**src/rtl/risc_pkg.sv**
```systemverilog
// Shared definitions for the execute controller and the ALU it drives:
// opcodes, controller states and instruction field positions.
package risc_pkg;

  localparam logic [2:0] OP_ADD  = 3'b000;
  localparam logic [2:0] OP_ASHL = 3'b001;
  localparam logic [2:0] OP_XNOR = 3'b010;
  localparam logic [2:0] OP_DIV2 = 3'b011;
  localparam logic [2:0] OP_MOV  = 3'b100;
  localparam logic [2:0] OP_LDI  = 3'b101;
  localparam logic [2:0] OP_NEG  = 3'b110;
  localparam logic [2:0] OP_OUT  = 3'b111;

  localparam int OP_MSB = 7;
  localparam int OP_LSB = 5;
  localparam int RD_MSB = 4;
  localparam int RD_LSB = 3;
  localparam int RS_MSB = 2;
  localparam int RS_LSB = 1;

  typedef enum logic [1:0] {
    S_IDLE = 2'd0,
    S_IMM  = 2'd1,
    S_EXEC = 2'd2,
    S_OUT  = 2'd3
  } state_t;

  // Arithmetic/logic ops update the carry flag; moves, loads and OUT leave it alone.
  function automatic logic op_sets_cf(input logic [2:0] op);
    return (op == OP_ADD) || (op == OP_ASHL) || (op == OP_XNOR) ||
           (op == OP_DIV2) || (op == OP_NEG);
  endfunction

endpackage

```
**src/rtl/reg_file_4x8.sv**
```systemverilog
// Small register file: two combinational read ports, one synchronous write
// port, cleared to zero by the asynchronous active-low reset.
module reg_file_4x8 #(
  parameter int NREGS = 4,
  parameter int W     = 8,
  parameter int AW    = $clog2(NREGS)
) (
  input  logic          clk,
  input  logic          rst_n,
  input  logic [AW-1:0] raddr_a,
  output logic [W-1:0]  rdata_a,
  input  logic [AW-1:0] raddr_b,
  output logic [W-1:0]  rdata_b,
  input  logic          we,
  input  logic [AW-1:0] waddr,
  input  logic [W-1:0]  wdata
);

  logic [W-1:0] mem [NREGS];

  always_ff @(posedge clk or negedge rst_n) begin
    if (!rst_n) begin
      for (int i = 0; i < NREGS; i++) begin
        mem[i] <= '0;
      end
    end else if (we) begin
      mem[waddr] <= wdata;
    end
  end

  assign rdata_a = mem[raddr_a];
  assign rdata_b = mem[raddr_b];

endmodule

```
**src/rtl/exec_ctrl.sv**
```systemverilog
// Multi-cycle execute controller: fetches an instruction (and optional
// immediate), drives the external ALU for one cycle, then writes back or outputs.
module exec_ctrl
  import risc_pkg::*;
#(
  parameter int NREGS = 4,
  parameter int W     = 8
) (
  input  logic         clk,
  input  logic         rst_n,
  input  logic [W-1:0] instr,
  input  logic         instr_valid,
  output logic         instr_ready,
  output logic [W-1:0] alu_op1,
  output logic [W-1:0] alu_op2,
  output logic [2:0]   alu_sel,
  input  logic [W-1:0] alu_out,
  input  logic         alu_co,
  output logic [W-1:0] result,
  output logic         result_valid,
  input  logic         result_ready,
  output logic         carry_flag,
  output logic         busy
);

  state_t       state;
  state_t       next_state;
  logic [2:0]   op_q;
  logic [1:0]   rd_q;
  logic [1:0]   rs_q;
  logic [W-1:0] imm_q;
  logic         cf_q;
  logic [W-1:0] result_q;
  logic         result_valid_q;
  logic         armed;
  logic         accept;
  logic [1:0]   raddr_a;
  logic [W-1:0] rdata_a;
  logic [W-1:0] rdata_b;
  logic         wr_en;

  // Keeps instr_ready low while in reset and until the first edge after release.
  always_ff @(posedge clk or negedge rst_n) begin
    if (!rst_n) begin
      armed <= 1'b0;
    end else begin
      armed <= 1'b1;
    end
  end

  assign instr_ready = armed && ((state == S_IDLE) || (state == S_IMM));
  assign accept      = instr_valid && instr_ready;
  assign busy        = (state != S_IDLE);

  always_ff @(posedge clk or negedge rst_n) begin
    if (!rst_n) begin
      state <= S_IDLE;
    end else begin
      state <= next_state;
    end
  end

  always_comb begin
    next_state = state;
    case (state)
      S_IDLE: begin
        if (accept) begin
          next_state = (instr[OP_MSB:OP_LSB] == OP_LDI) ? S_IMM : S_EXEC;
        end
      end
      S_IMM: begin
        if (accept) begin
          next_state = S_EXEC;
        end
      end
      S_EXEC: begin
        next_state = (op_q == OP_OUT) ? S_OUT : S_IDLE;
      end
      S_OUT: begin
        if (result_ready) begin
          next_state = S_IDLE;
        end
      end
      default: next_state = S_IDLE;
    endcase
  end

  // The immediate byte is latched raw; it is never decoded as an instruction.
  always_ff @(posedge clk or negedge rst_n) begin
    if (!rst_n) begin
      op_q  <= OP_ADD;
      rd_q  <= 2'd0;
      rs_q  <= 2'd0;
      imm_q <= '0;
    end else if (accept && (state == S_IDLE)) begin
      op_q <= instr[OP_MSB:OP_LSB];
      rd_q <= instr[RD_MSB:RD_LSB];
      rs_q <= instr[RS_MSB:RS_LSB];
    end else if (accept && (state == S_IMM)) begin
      imm_q <= instr;
    end
  end

  assign raddr_a = (op_q == OP_MOV) ? rs_q : rd_q;
  assign alu_op1 = (op_q == OP_LDI) ? imm_q : rdata_a;
  assign alu_op2 = rdata_b;
  assign alu_sel = op_q;
  assign wr_en   = (state == S_EXEC) && (op_q != OP_OUT);

  reg_file_4x8 #(
    .NREGS (NREGS),
    .W     (W),
    .AW    (2)
  ) u_regs (
    .clk     (clk),
    .rst_n   (rst_n),
    .raddr_a (raddr_a),
    .rdata_a (rdata_a),
    .raddr_b (rs_q),
    .rdata_b (rdata_b),
    .we      (wr_en),
    .waddr   (rd_q),
    .wdata   (alu_out)
  );

  always_ff @(posedge clk or negedge rst_n) begin
    if (!rst_n) begin
      cf_q <= 1'b0;
    end else if ((state == S_EXEC) && op_sets_cf(op_q)) begin
      cf_q <= alu_co;
    end
  end

  // Result is captured in the execute cycle and held until the consumer takes it.
  always_ff @(posedge clk or negedge rst_n) begin
    if (!rst_n) begin
      result_q       <= '0;
      result_valid_q <= 1'b0;
    end else if ((state == S_EXEC) && (op_q == OP_OUT)) begin
      result_q       <= alu_out;
      result_valid_q <= 1'b1;
    end else if ((state == S_OUT) && result_ready) begin
      result_valid_q <= 1'b0;
    end
  end

  assign result       = result_q;
  assign result_valid = result_valid_q;
  assign carry_flag   = cf_q;

endmodule

```
**config.mk**
```make
export PLATFORM = sky130hd
export DESIGN_NAME = exec_ctrl
export DESIGN_NICKNAME = d
export VERILOG_FILES = /design/src/rtl/risc_pkg.sv /design/src/rtl/reg_file_4x8.sv /design/src/rtl/exec_ctrl.sv
export SDC_FILE = /design/constraint.sdc
export NUM_CORES = 1
export LEC_CHECK = 0
export CAP_MARGIN = 20
export CORE_ASPECT_RATIO = 0.8
export CORE_MARGIN = 2
export CORE_UTILIZATION = 50
export CTS_CLUSTER_DIAMETER = 150
export DETAILED_ROUTE_END_ITERATION = 10
export GPL_TIMING_DRIVEN = 0
export PLACE_DENSITY_LB_ADDON = 0.08
export SYNTH_ARGS = -nofsm -noshare
export SYNTH_HDL_FRONTEND = slang
export SYNTH_SLANG_ARGS = --single-unit
export TNS_END_PERCENT = 5
```
**constraint.sdc**
```tcl
create_clock -name clk -period 2.2 [get_ports clk]
set_input_delay 0.44 -clock clk [delete_from_list [all_inputs] [get_ports clk]]
set_output_delay 0.44 -clock clk [all_outputs]
set_load 0.005 [all_outputs]
```
* Word-level counts from Yosys, hierarchy flattened
Index checks and enable logic that the tools add are counted.
** Word-level totals
- Flip-flop bits (word level) :: 60
- Input port bits :: 21
- Output and inout port bits :: 31
- Logic and storage cells :: 75
** Cells by class
- Order comparisons :: 4
- Equal/unequal tests :: 15
- Mux-type cells :: 19
- Bitwise gates (word level) :: 4
- Reductions and logical operators :: 20
** Operators with widths (number)
- 2-to-1 mux 8 bit :: 6
- binary-select mux 8 bit (select 2 bit) :: 2
- bitwise mux 32 bit :: 1
- demux 8 bit (select 2 bit) :: 1
- == test 3 bit (second input constant) :: 5
- 2-to-1 mux 2 bit :: 6
- >= comparator 3 bit (second input constant) :: 3
- logical AND 1 bit :: 9
- inverter 2 -> 3 bit :: 3
- case mux 2 bit (4 select lines) :: 1
- == test 3 x 2 -> 1 bit (second input constant) :: 2
- inequality test 2 bit (second input constant) :: 3
- logical OR 1 bit :: 5
- == test 2 bit (second input constant) :: 2
- nonzero test 2 bit :: 2
- == test 3 x 1 -> 1 bit (second input constant) :: 1
- zero test 3 bit :: 1
- < comparator 3 x 1 -> 1 bit (second input constant) :: 1
- inequality test 3 bit (second input constant) :: 1
- AND reduction 3 bit :: 1
- == test 2 x 1 -> 1 bit (second input constant) :: 1
- zero test 2 bit :: 1
- 2-to-1 mux 1 bit :: 2
- AND reduction 2 bit :: 1
- inverter 1 bit :: 1

* Longest topological paths before layout
Gate-level depths: netlist (run 1).
- Depth in word-level cells :: 7
- Mapped depth :: 7
- Depth with buffers taken out :: 4

* Hierarchy
Synthesis (run 1) repeated with hierarchy kept, for this count alone.
** Second synthesis, totals
- Cell total of the unflattened synthesis :: 178
- Area total of the unflattened synthesis :: 2832.7 um^2
** Modules (own cells, without submodules)
- reg_file_4x8 :: times used 1, cells an instance 88, area an instance 1590.3 um^2, sequential area each 800.8 um^2
- exec_ctrl :: times used 1, cells an instance 90, area an instance 1242.4 um^2, sequential area each 700.7 um^2

* Worst setup path after synthesis (run 1)
OpenSTA, ideal clock, no wires.
- Path type :: flip-flop to output port
- Start :: register op_q[1], in the netlist alu_sel[1]
- End :: output alu_op1[5]
- Arrival time :: 1.592 ns
- Data required time :: 1.760 ns
- Setup slack :: 0.168 ns
- Cell stages (with the launch flop) :: 7
- Path buffers :: 2
- Cells stage by stage :: dfrtp_1 > or3b_1 > buf_6 > a21o_4 > buf_6 > a211oi_2 > a211oi_1
** On the way
- Longest elaborated chain between the ends :: 7
- Elaborated cells on any way between the ends :: 8
- Classes of those cells :: eq/ne: 2; mux: 5; bitwise: 1
** Ends and longest elaborated chain
- from (decl) :: RTL line exec_ctrl.sv:28 : logic [2:0] op_q;
- from (signal assigned) :: RTL line exec_ctrl.sv:96 : op_q <= instr[OP_MSB:OP_LSB];
- == test 3 bit :: RTL line exec_ctrl.sv:104 : assign raddr_a = (op_q == OP_MOV) ? rs_q : rd_q;
- 2-to-1 mux 2 bit :: RTL line exec_ctrl.sv:104
- inverter 2 -> 3 bit (not written as such) :: RTL line reg_file_4x8.sv:31 : assign rdata_a = mem[raddr_a];
- binary-select mux 8 bit (select 2 bit) :: RTL line reg_file_4x8.sv:31
- 2-to-1 mux 8 bit (not written as such) (2 in a row) :: RTL line reg_file_4x8.sv:31
- 2-to-1 mux 8 bit * :: RTL line exec_ctrl.sv:105 : assign alu_op1 = (op_q == OP_LDI) ? imm_q : rdata_a;
- to (decl) :: RTL line exec_ctrl.sv:14 : output logic [W-1:0] alu_op1,
Every way passes the cells marked *; elsewhere a longest branch is shown, timed or not. The select of a mux whose other input is x is not followed.

* Worst setup path in the final report (run 1)
- Start :: register op_q[1], in the netlist alu_sel[1]
- End :: output alu_op1[0]
Same word-level chain as after synthesis.

==> metrics.txt, run 1 <==
# TYPE chip_impl_metric gauge
chip_impl_metric{name="slew_violations",unit=""} 0
chip_impl_metric{name="cp.required",unit="ns"} 1.76
chip_impl_metric{name="leak_pwr",unit="nW"} 1.78
chip_impl_info{name="library_cell_with_the_highest_instance_count_after_synthesis",value="sky130_fd_sc_hd__dfrtp_1"} 1
chip_impl_metric{name="finalPower",unit="mW"} 7.07
chip_impl_metric{name="cts-hold-fix-buffers",unit=""} 0
chip_impl_metric{name="synth.distinct_cells",unit=""} 31
chip_impl_metric{name="global_route_wire_length_before_repair",unit="microns"} 13100
chip_impl_metric{name="power.switching_fraction",unit="%"} 37.1
chip_impl_metric{name="placementRows",unit=""} 25
chip_impl_metric{name="post-route-drc-count",unit=""} 0
chip_impl_metric{name="core_area",unit="sq um"} 5850
chip_impl_info{name="yosys.area.top_type",value="sky130_fd_sc_hd__dfrtp_1"} 1
chip_impl_metric{name="antenna_found_initial",unit=""} 0
chip_impl_metric{name="num_io_pins",unit=""} 52
chip_impl_metric{name="drive_gt1_share",unit="%"} 46.0
chip_impl_metric{name="grt_util_all_layers",unit="%"} 27.4
chip_impl_metric{name="synth_area",unit="sq um"} 2990
chip_impl_metric{name="drtAntennaViolNets",unit=""} 0
chip_impl_metric{name="fmax",unit="GHz"} 0.387
chip_impl_info{name="startpoint_type",value="flop"} 1
chip_impl_info{name="crit_type",value="reg2out"} 1
chip_impl_metric{name="cts_htree_levels",unit=""} 3
chip_impl_metric{name="place.detailed.hpwl",unit="microns"} 4860
chip_impl_info{name="critical-path-top-cell-by-count",value="sky130_fd_sc_hd__buf_8"} 1
chip_impl_metric{name="antennaDiodeCount",unit=""} 0
chip_impl_metric{name="slew-limit-headroom",unit="%"} 33.5
chip_impl_info{name="min-delay-path-class",value="in2async"} 1
chip_impl_metric{name="postSynthRegisterBits",unit=""} 60
chip_impl_metric{name="cts_buffer_depth",unit=""} 2
chip_impl_metric{name="hold_violations",unit=""} 0
chip_impl_metric{name="synthesis.yosys.warnings",unit=""} 0
chip_impl_info{name="timing.critical_path.to_type",value="primary output"} 1
chip_impl_metric{name="syn-num-nets",unit=""} 258
chip_impl_info{name="grt_setup_unrepaired",value="yes"} 1
chip_impl_metric{name="post-route-worst-setup-slack",unit="ns"} -0.383
chip_impl_metric{name="switching_power",unit="mW"} 2.62
chip_impl_info{name="timing.critical_path.slowest_stage_cell",value="sky130_fd_sc_hd__dfrtp_2"} 1
chip_impl_metric{name="final.fill_count",unit=""} 427
chip_impl_metric{name="synth-edff-count",unit=""} 0
chip_impl_metric{name="routed_via_density",unit=""} 5.77
chip_impl_metric{name="cts.reportedPaths.clkPinSlew",unit="ns"} 0.07
chip_impl_metric{name="clock_insertion_delay_worst_skew",unit="ns"} 0.35
chip_impl_metric{name="cp_data_arrival_time",unit="ns"} 2.14
chip_impl_metric{name="worst-slew-pin-transition",unit="ns"} 0.990
chip_impl_metric{name="crit_path_max_incr_delay",unit="ns"} 0.43
chip_impl_metric{name="share_seq_of_total_power",unit="%"} 29.5
chip_impl_metric{name="ir_drop",unit="uV"} 784
chip_impl_info{name="cts_root_buffer",value="sky130_fd_sc_hd__clkbuf_8"} 1
chip_impl_metric{name="die_h",unit="microns"} 73.2
chip_impl_metric{name="p_per_area",unit="nW/um^2"} 1700
chip_impl_metric{name="utilization",unit="%"} 71.3
chip_impl_metric{name="final_period_minus_worst_setup_slack",unit="ns"} 2.58
chip_impl_metric{name="area_delta_synth_final",unit="%"} 39.5
chip_impl_metric{name="numClockSinks",unit=""} 60
chip_impl_metric{name="detailroute.via_count",unit=""} 2358
chip_impl_info{name="tritoncts",value="yes"} 1
chip_impl_metric{name="final.hold.worst_slack",unit="ns"} 0.0987
chip_impl_metric{name="drt_iter0_markers",unit=""} 161
chip_impl_metric{name="fin_nets",unit=""} 345
chip_impl_metric{name="placedInstanceArea",unit="sq um"} 3630
chip_impl_metric{name="cts-buffers-inserted",unit=""} 9
chip_impl_metric{name="place.gp.congestion",unit=""} 0.816
chip_impl_info{name="synth_commonest_cells",value="60 x sky130_fd_sc_hd__dfrtp_1, 40 x sky130_fd_sc_hd__mux2_2, 22 x sky130_fd_sc_hd__a211oi_1, 21 x sky130_fd_sc_hd__nand2_1, 13 x sky130_fd_sc_hd__nor2_1"} 1
chip_impl_info{name="timing.critical_path.cells",value="buf_6 -> and4bb_2 -> buf_8 -> a21o_4 -> buf_12 -> buf_8 -> nand2_2 -> a211oi_2 -> buf_2"} 1
chip_impl_metric{name="maxCapViolCount",unit=""} 0
chip_impl_metric{name="floorplan.initialDensity",unit="%"} 51.1
chip_impl_metric{name="min_period_over_period",unit="%"} 117
chip_impl_metric{name="grt_pass1_vias",unit=""} 2407
chip_impl_metric{name="multiInputGateArea",unit="sq um"} 1560
chip_impl_metric{name="synth.yosys.seq_area_share",unit="%"} 50.2
chip_impl_metric{name="die_area",unit="sq um"} 6620
chip_impl_metric{name="wl",unit="microns"} 8360
chip_impl_info{name="synthTopCellsByArea",value="sky130_fd_sc_hd__dfrtp_1 50%, sky130_fd_sc_hd__mux2_2 15%, sky130_fd_sc_hd__mux4_2 6.8%"} 1
chip_impl_metric{name="synthCells",unit=""} 237
chip_impl_metric{name="io_buffer_count",unit=""} 51
chip_impl_metric{name="pwr-share-clk",unit="%"} 12.5
chip_impl_metric{name="pre_cts_ws",unit="ns"} -0.762
chip_impl_metric{name="detail_route.wl_per_cell",unit="microns"} 20.4
chip_impl_metric{name="power_frac_comb",unit="%"} 57.9
chip_impl_info{name="status",value="finished, violations left"} 1
chip_impl_metric{name="synth.avg_cell_area",unit="sq um"} 12.6
chip_impl_metric{name="die_x",unit="microns"} 90.4
chip_impl_metric{name="detailedRoute.firstPassIterationCount",unit=""} 4
chip_impl_metric{name="fin_tns_setup",unit="ns"} -5.34
chip_impl_metric{name="worst-path-max-fanout",unit=""} 5
chip_impl_metric{name="dp.cells",unit=""} 371
chip_impl_metric{name="layout.area.seq",unit="sq um"} 1510
chip_impl_metric{name="timing.final.setup_violations",unit=""} 17
chip_impl_metric{name="grt.overflow.total",unit=""} 0
chip_impl_info{name="ys.flop_type",value="sky130_fd_sc_hd__dfrtp_1"} 1
chip_impl_metric{name="worst_clock_skew",unit="ns"} 0.00758
chip_impl_metric{name="ys_async_sr_fraction",unit="%"} 100
chip_impl_metric{name="post-route-cell-area",unit="sq um"} 4170
chip_impl_metric{name="grt_start_max_net_pins",unit=""} 36
chip_impl_metric{name="cellInternalPower",unit="mW"} 4.45
chip_impl_info{name="failed_checks",value="setup timing"} 1
chip_impl_metric{name="netlist.area_leader.share",unit="%"} 50.2
chip_impl_metric{name="stdcell_count",unit=""} 409
==> critical path, delay by kind of cell, from the launching register on <==
family	cells	cell delay [ns]
flops	1	0.43
buf+inv	5	0.66
compound gates	2	0.35
simple gates	2	0.36
==> layout make-up <==
| class | count | share of cell area (%) |
|---|---|---|
| multi-input combinational | 158 | 37.4 |
| sequential | 60 | 36.1 |
| timing repair buffer | 77 | 17.1 |
| clock buffer | 13 | 3.81 |
| tap | 81 | 2.43 |
| buffer | 8 | 2.01 |
| inverter | 10 | 0.900 |
| clock inverter | 2 | 0.240 |
==> what timing repair did <==
item / 4_1_cts / 5_1_grt
gates cloned: 1 / 0
setup buffers: 23 / 0
endpoints found under the setup margin: 24 / 26
pin swaps: 18 / 7
endpoints found under the hold margin: 0 / 0
resized for setup: 82 / 8
==> power groups by stage <==
stage	Clock [mW]	Sequential (mW)	Combinational, mW
2_1_floorplan	0	1.97	1.86
3_3_place_gp	0	2.05	3.23
3_5_place_dp	0	2.07	3.28
4_1_cts	0.913	2.05	3.91
5_1_grt	0.949	2.15	4.35
6_report	0.887	2.09	4.09
==> layout by cell type, fill, tap and decap left out, types with 2 or more instances in the layout <==
cell type | Yosys | final
sky130_fd_sc_hd__mux4_2 | 9 | 9
sky130_fd_sc_hd__clkbuf_1 | 1 | 3
sky130_fd_sc_hd__clkbuf_8 | 0 | 11
sky130_fd_sc_hd__inv_1 | 10 | 10
sky130_fd_sc_hd__buf_12 | 0 | 2
sky130_fd_sc_hd__buf_2 | 3 | 10
sky130_fd_sc_hd__dlygate4sd2_1 | 0 | 8
sky130_fd_sc_hd__nand2_1 | 21 | 19
sky130_fd_sc_hd__dfrtp_1 | 60 | 57
sky130_fd_sc_hd__mux2_2 | 40 | 40
sky130_fd_sc_hd__nand2_2 | 0 | 2
sky130_fd_sc_hd__buf_8 | 0 | 3
sky130_fd_sc_hd__buf_4 | 2 | 19
sky130_fd_sc_hd__mux2i_4 | 0 | 2
sky130_fd_sc_hd__nand3_1 | 4 | 4
sky130_fd_sc_hd__mux2_4 | 8 | 8
sky130_fd_sc_hd__clkinv_2 | 0 | 2
sky130_fd_sc_hd__o21ai_0 | 10 | 10
sky130_fd_sc_hd__a211oi_2 | 2 | 19
sky130_fd_sc_hd__buf_6 | 3 | 7
sky130_fd_sc_hd__dfrtp_2 | 0 | 3
sky130_fd_sc_hd__nor2b_1 | 3 | 2
sky130_fd_sc_hd__nor2_1 | 13 | 13
sky130_fd_sc_hd__a21oi_1 | 10 | 10
sky130_fd_sc_hd__clkdlybuf4s50_1 | 0 | 34
sky130_fd_sc_hd__a211oi_4 | 0 | 4
==> logic make-up after synthesis <==
family                 count (synthesis)  synth area share, %
buffers and inverters                 19                 3.52
and+or+nand+nor                       51                 8.50
other                                  1                0.125
DFF                                   60                 50.2
AOI/OAI and AO/OA                     46                 10.8
muxes                                 60                 26.9
==> flip-flops by register name (all words and copies together), names as in the netlist <==
name and flops:
u_regs.mem 32, imm_q 8, result 8, alu_sel 3, rd_q 2, rs_q 2
state 2, armed 1, carry_flag 1, result_valid 1
==> final timing paths <==
path / start / endpoint / slack [ns] / depth (start not counted)
max: alu_sel[1] / alu_op1[0] / -0.38 / 9
min: rst_n / u_regs.mem[9] / 0.1 / 1
max reg2reg: alu_sel[0] / u_regs.mem[24] / -0.36 / 6
min reg2reg: result[1] / result[1] / 0.51 / 1
max in group asynchronous: rst_n / alu_sel[1] / 1.47 / 2
min in group clk: result[1] / result[1] / 0.51 / 1
==> routing by layer <==
layer  up-vias  GRT usage [%]  share of wire [%]
li1       1042              -                  -
met1      1200           35.6                 43
met2        99           44.9                 48
met3        17           7.64                7.4
met4         0           9.74                2.0
met5         -              0                  0
Power figures use the tool's default switching activity.
==> run 2, diff against run 1 <==
--- a/config.mk
+++ b/config.mk
@@ -8,7 +8,7 @@
 export CAP_MARGIN = 20
 export CORE_ASPECT_RATIO = 0.8
 export CORE_MARGIN = 2
-export CORE_UTILIZATION = 50
+export CORE_UTILIZATION = 48
 export CTS_CLUSTER_DIAMETER = 150
 export DETAILED_ROUTE_END_ITERATION = 10
 export GPL_TIMING_DRIVEN = 0
==> constraint.sdc (replaced) <==
create_clock -name clk -period 2.3 [get_ports clk]
set_input_delay 0.46 -clock clk [delete_from_list [all_inputs] [get_ports clk]]
set_output_delay 0.46 -clock clk [all_outputs]
set_load 0.005 [all_outputs]
==> run 2 against run 1 <==
The flow still finishes with violations (setup timing). Non-clock buffer count is 1 higher. Final area is 0.18% lower. Critical path type unchanged. First-iteration DRC count is 55% higher. Clock skew is 0.0034 ns higher. Final cell count stayed put. Global-route usage is 1.7 points lower. Critical path depth is 2 lower. Sequential share of layout area is 0.065 points higher. Hold slack better by 0.023 ns. Sequential power is 5% lower.
==> metrics.txt, run 2 (synthesis gave the netlist of run 1 again) <==
# TYPE chip_impl_metric gauge
chip_impl_metric{name="grt_start_max_net_pins",unit=""} 37
chip_impl_metric{name="crit_path_max_incr_delay",unit="ns"} 0.42
chip_impl_metric{name="num_io_pins",unit=""} 52
chip_impl_info{name="startpoint_type",value="flop"} 1
chip_impl_metric{name="dp.cells",unit=""} 370
chip_impl_metric{name="slew-limit-headroom",unit="%"} 53.8
chip_impl_metric{name="drive_gt1_share",unit="%"} 47.0
chip_impl_metric{name="cellInternalPower",unit="mW"} 4.22
chip_impl_metric{name="slew_violations",unit=""} 0
chip_impl_metric{name="routed_via_density",unit=""} 5.61
chip_impl_metric{name="share_seq_of_total_power",unit="%"} 29.7
chip_impl_metric{name="worst_clock_skew",unit="ns"} 0.0109
chip_impl_metric{name="die_x",unit="microns"} 92.2
chip_impl_info{name="timing.critical_path.cells",value="or3b_4 -> buf_6 -> a21o_4 -> buf_6 -> a211oi_4 -> a211oi_2 -> buf_2"} 1
chip_impl_metric{name="stdcell_count",unit=""} 409
chip_impl_info{name="failed_checks",value="setup timing"} 1
chip_impl_metric{name="cp_data_arrival_time",unit="ns"} 2.10
chip_impl_metric{name="cts_buffer_depth",unit=""} 2
chip_impl_metric{name="final.fill_count",unit=""} 446
chip_impl_metric{name="grt_pass1_vias",unit=""} 2294
chip_impl_metric{name="post-route-worst-setup-slack",unit="ns"} -0.262
chip_impl_metric{name="worstPathBufferInverterCount",unit=""} 3
chip_impl_metric{name="min_period_over_period",unit="%"} 111
chip_impl_info{name="critical-path-top-cell-by-count",value="sky130_fd_sc_hd__buf_6"} 1
chip_impl_info{name="cts_root_buffer",value="sky130_fd_sc_hd__clkbuf_8"} 1
chip_impl_info{name="grt_setup_unrepaired",value="yes"} 1
chip_impl_metric{name="clock_insertion_delay_worst_skew",unit="ns"} 0.35
chip_impl_metric{name="core_area",unit="sq um"} 5970
chip_impl_metric{name="p_per_area",unit="nW/um^2"} 1600
chip_impl_metric{name="leak_pwr",unit="nW"} 1.80
chip_impl_metric{name="worst-r2r-setup-slack",unit="ns"} 0.13
chip_impl_metric{name="detailroute.via_count",unit=""} 2293
chip_impl_metric{name="finalPower",unit="mW"} 6.67
chip_impl_info{name="status",value="finished, violations left"} 1
chip_impl_metric{name="grt_util_all_layers",unit="%"} 25.7
chip_impl_info{name="timing.critical_path.to_type",value="primary output"} 1
chip_impl_metric{name="wl",unit="microns"} 8060
chip_impl_metric{name="fmax",unit="GHz"} 0.390
chip_impl_metric{name="detailedRoute.firstPassIterationCount",unit=""} 4
chip_impl_metric{name="worst-slew-pin-transition",unit="ns"} 0.692
chip_impl_metric{name="worst-path-max-fanout",unit=""} 5
chip_impl_metric{name="power.switching_fraction",unit="%"} 36.7
chip_impl_info{name="timing.critical_path.slowest_stage_cell",value="sky130_fd_sc_hd__or3b_4"} 1
chip_impl_metric{name="placementRows",unit=""} 25
chip_impl_metric{name="cts-hold-fix-buffers",unit=""} 0
chip_impl_metric{name="cts.reportedPaths.clkPinSlew",unit="ns"} 0.06
chip_impl_metric{name="io_buffer_count",unit=""} 51
chip_impl_metric{name="antenna_found_initial",unit=""} 0
chip_impl_metric{name="fin_nets",unit=""} 346
chip_impl_metric{name="antennaDiodeCount",unit=""} 0
chip_impl_info{name="crit_type",value="reg2out"} 1
chip_impl_metric{name="timing.final.setup_violations",unit=""} 8
chip_impl_info{name="min-delay-path-class",value="in2async"} 1
chip_impl_metric{name="largest_register_ffs",unit=""} 32
chip_impl_metric{name="post-route-drc-count",unit=""} 0
chip_impl_info{name="layout_common_cells",value="57 x sky130_fd_sc_hd__dfrtp_1, 40 x sky130_fd_sc_hd__mux2_2, 34 x sky130_fd_sc_hd__clkdlybuf4s50_1"} 1
chip_impl_metric{name="final_period_minus_worst_setup_slack",unit="ns"} 2.56
chip_impl_metric{name="floorplan.initialDensity",unit="%"} 50.0
chip_impl_metric{name="global_route_wire_length_before_repair",unit="microns"} 12700
chip_impl_info{name="tritoncts",value="yes"} 1
chip_impl_metric{name="numClockSinks",unit=""} 60
chip_impl_metric{name="ir_drop",unit="uV"} 678
chip_impl_metric{name="place.gp.congestion",unit=""} 0.758
chip_impl_metric{name="area_delta_synth_final",unit="%"} 39.2
chip_impl_metric{name="place.detailed.hpwl",unit="microns"} 4770
chip_impl_metric{name="hold_violations",unit=""} 0
chip_impl_metric{name="die_area",unit="sq um"} 6880
chip_impl_metric{name="switching_power",unit="mW"} 2.45
chip_impl_info{name="critical_path.top_delay_family",value="compound AO/OA/AOI/OAI gates"} 1
chip_impl_metric{name="detail_route.wl_per_cell",unit="microns"} 19.7
chip_impl_metric{name="drtAntennaViolNets",unit=""} 0
chip_impl_metric{name="final.hold.worst_slack",unit="ns"} 0.121
chip_impl_metric{name="cts_htree_levels",unit=""} 3
chip_impl_info{name="leading_cell_type_in_the_layout_fill_and_taps_excluded",value="sky130_fd_sc_hd__dfrtp_1"} 1
chip_impl_metric{name="cts-buffers-inserted",unit=""} 9
chip_impl_info{name="top_reg_by_flops",value="u_regs.mem"} 1
chip_impl_metric{name="die_h",unit="microns"} 74.6
chip_impl_metric{name="maxCapViolCount",unit=""} 0
chip_impl_metric{name="cp.required",unit="ns"} 1.84
chip_impl_metric{name="pwr-share-clk",unit="%"} 11.9
chip_impl_metric{name="grt.overflow.total",unit=""} 0
chip_impl_metric{name="drt_iter0_markers",unit=""} 250
chip_impl_metric{name="power_frac_comb",unit="%"} 58.3
[run 2: power by group through the flow]
| stage | registers, mW | clock network, mW | logic, mW |
|---|---|---|---|
| 6_report | 1.98 | 0.797 | 3.89 |
| 5_1_grt | 2.05 | 0.862 | 4.14 |
| 4_1_cts | 1.96 | 0.804 | 3.79 |
| 3_5_place_dp | 1.97 | 0 | 3.13 |
| 3_3_place_gp | 1.96 | 0 | 3.10 |
| 2_1_floorplan | 1.88 | 0 | 1.78 |
[run 2: area by class of cell]
type,count,area [sq um],share of cell area (%)
plain buffers,9,101,2.44
clock buffers,11,141,3.40
inverters,10,37.5,0.902
multi-input cells,158,1560,37.4
flip-flops and latches,60,1510,36.2
well taps,81,101,2.44
clock inverters,3,15.0,0.361
repair buffers,77,703,16.9
[run 2: repair_timing]
action | CTS | global route
resized for setup | 82 | 10
pin swaps | 16 | 1
buffers inserted | 23 | 0
endpoints found under the setup margin | 16 | 19
cloned | 2 | 0
[run 2: routing by layer]
layer	track usage (%)	routed length, microns	vias up
met5	0	0	-
met2	39.3	3690	75
met3	7.80	585	16
met4	7.46	140	0
met1	36.1	3640	1161
li1	-	-	1041
[run 2: through the flow]
stage	setup TNS (ns)	utilization [%]	area, sq um	worst slack (ns)
2_1_floorplan	0	-	2990	0.248
3_3_place_gp	-77.71	60.3	3600	-1.21
3_5_place_dp	-5.32	60.5	3620	-0.693
4_1_cts	-1.59	69.1	4130	-0.206
5_1_grt	-2.45	69.7	4160	-0.333
6_report	-1.96	69.7	4160	-0.262
[run 2: worst register-to-register path, delay by kind of cell (launching register included)]
kind	cells	cell delay (ns)
buf+inv	2	0.30
flops	1	0.41
mux	1	0.46
simple gates	3	0.87
[run 2: worst paths after layout]
check | to | cells past startpoint | from
max | alu_op1[1] | 7 | alu_sel[0]
min | u_regs.mem[25] | 1 | rst_n
max reg2reg | u_regs.mem[7] | 6 | alu_sel[1]
min reg2reg | result[6] | 1 | result[6]
max in group asynchronous | u_regs.mem[31] | 2 | rst_n
min in group clk | result[6] | 1 | result[6]
==> RTL edit, RTL diff (flow settings as in run 2) <==
`NREGS` is set to 4 in 2 places; all go to 8.
--- a/src/rtl/reg_file_4x8.sv
+++ b/src/rtl/reg_file_4x8.sv
@@ -3,3 +3,3 @@
 module reg_file_4x8 #(
-  parameter int NREGS = 4,
+  parameter int NREGS = 8,
   parameter int W     = 8,
--- a/src/rtl/exec_ctrl.sv
+++ b/src/rtl/exec_ctrl.sv
@@ -5,3 +5,3 @@
 #(
-  parameter int NREGS = 4,
+  parameter int NREGS = 8,
   parameter int W     = 8
Formal check against the unedited RTL: same outputs for any inputs over 4 cycles, from zero or initial values and one cycle with rst_n low; that may be too few to reach the edited logic, so the function may still have changed.
==> RTL edit against run 2 <==
The run still ends with setup timing left; final area increased by 0.60%; clock power is 5.6% higher; core utilization rose by 1.2 points; synthesized area fell by 1.4%; global-route usage rose by 0.27 points; sequential cell count is the same; wire length grew 4.1%; total power down 0.87%; worst setup slack worse by 34 ps; combinational power decreased by 3%; first-iteration DRC count decreased by 37%; critical path type unchanged; largest cell class unchanged.
==> RTL edit: results (changes against run 2) <==
status: "finished with violations"
violations: "setup timing"
regToRegEndpoint: "u_regs.mem[62]"
final_nets: 344  # -0.58%
r2r_start: "alu_sel[1]"
yosysUniqueCellTypes: 34  # +9.7%
met1Wirelength_mm: 3.710  # +1.9%
endpoint: "alu_op1[4]"
cp_max_fo: 7  # +2
skew_ps: 6.274  # -4.663 ps
ys_top_cells_by_area: "dfrtp_1, mux2_2, mux4_2, a211oi_1, mux2_4"
largest_reg_flops: 32  # unchanged
slowest_stage: "dfrtp_2"
grt_max_degree: 38  # +2.7%
drive_gt1_share_pct: 44.65  # -2.3 points
pwr-share-clk_pct: 12.7  # +0.8 points
reg2reg_depth: 6  # unchanged
grt.met2_usage_pct: 41.42  # +2.1 points
critical_path.top_delay_family: "buffers and inverters"
swShare_pct: 37.05  # +0.30 points
diodes: 0  # unchanged
grtUsageTotal_pct: 25.93  # +0.27 points
wl_met3_um: 441  # -25%
power_density_nw_per_um2: 1581  # -1.5%
dp_hpwl_mm: 5.078  # +6.5%
viasPerCell: 5.650  # +0.77%
grt_pass1_vias: 2394  # +4.4%
pre_cts_slack_ps: -510.8  # +182.0 ps
async_reset_ff_share_pct: 100.0  # unchanged
dpl_cell_area_um2: 3575  # -1.1%
first_iter_violations: 157  # -37%
setup_viol: 8  # unchanged
grt_util_met1_pct: 34.04  # -2.0 points
tns_ps: -2143  # -183.6 ps
peakVddDrop_mv: 0.7129  # +5.1%
ys_seq_area_share_pct: 50.93  # +0.70 points
fin_ws_ps: -295.9  # -34.21 ps
leakage_nw: 1.862  # +3.3%
wl_met2_mm: 4.059  # +9.9%
grt_first_pass_wirelength_mm: 12.83  # +1.2%
globalplace.congestion: 0.7885  # +4.0%
arrival_ps: 2140  # +40 ps
grt_use_met3_pct: 6.586  # -1.2 points
synth_commonest_cells: "dfrtp_1, mux2_2, nand2_1"
period_share_pct: 112.9  # +1.5 points
slew_headroom_pct: 56.82  # +3.0 points
drt_wl_total_mm: 8.390  # +4.1%
[RTL edit: cells by family (layout without fill, tap and decap cells)]
kind of cell    count (synthesis)  in the layout  synth area share [%]
other cells                     1              1                0.1272
compound gates                 41             41                 10.14
buf+inv                        20            110                 3.395
mux                            57             57                 25.81
flops                          60             60                 50.93
simple gates                   58             58                 9.592
[RTL edit: area by class of cell]
class                      instances  area (µm²)
buffer                             8       80.08
clock buffer                      13       158.9
clock inverter                     2       10.01
fill                             415        1725
inverter                          11       41.29
multi-input combinational        157        1546
sequential                        60        1504
tap                               81       101.3
timing repair buffer              76       744.5
[RTL edit: per-stage QoR]
stage,std cells,hold WS (ps)
floorplan,237,164.4
global placement,369,465.6
detailed placement,370,471.7
CTS,405,116.5
global route,408,141.7
finish,408,109.5
[RTL edit: repair_timing]
action	4_1_cts	5_1_grt
setup endpoints to repair	16	24
gates resized for setup	67	30
setup buffers	20	4
cloned	1	0
hold buffers	0	0
pin swaps	17	10
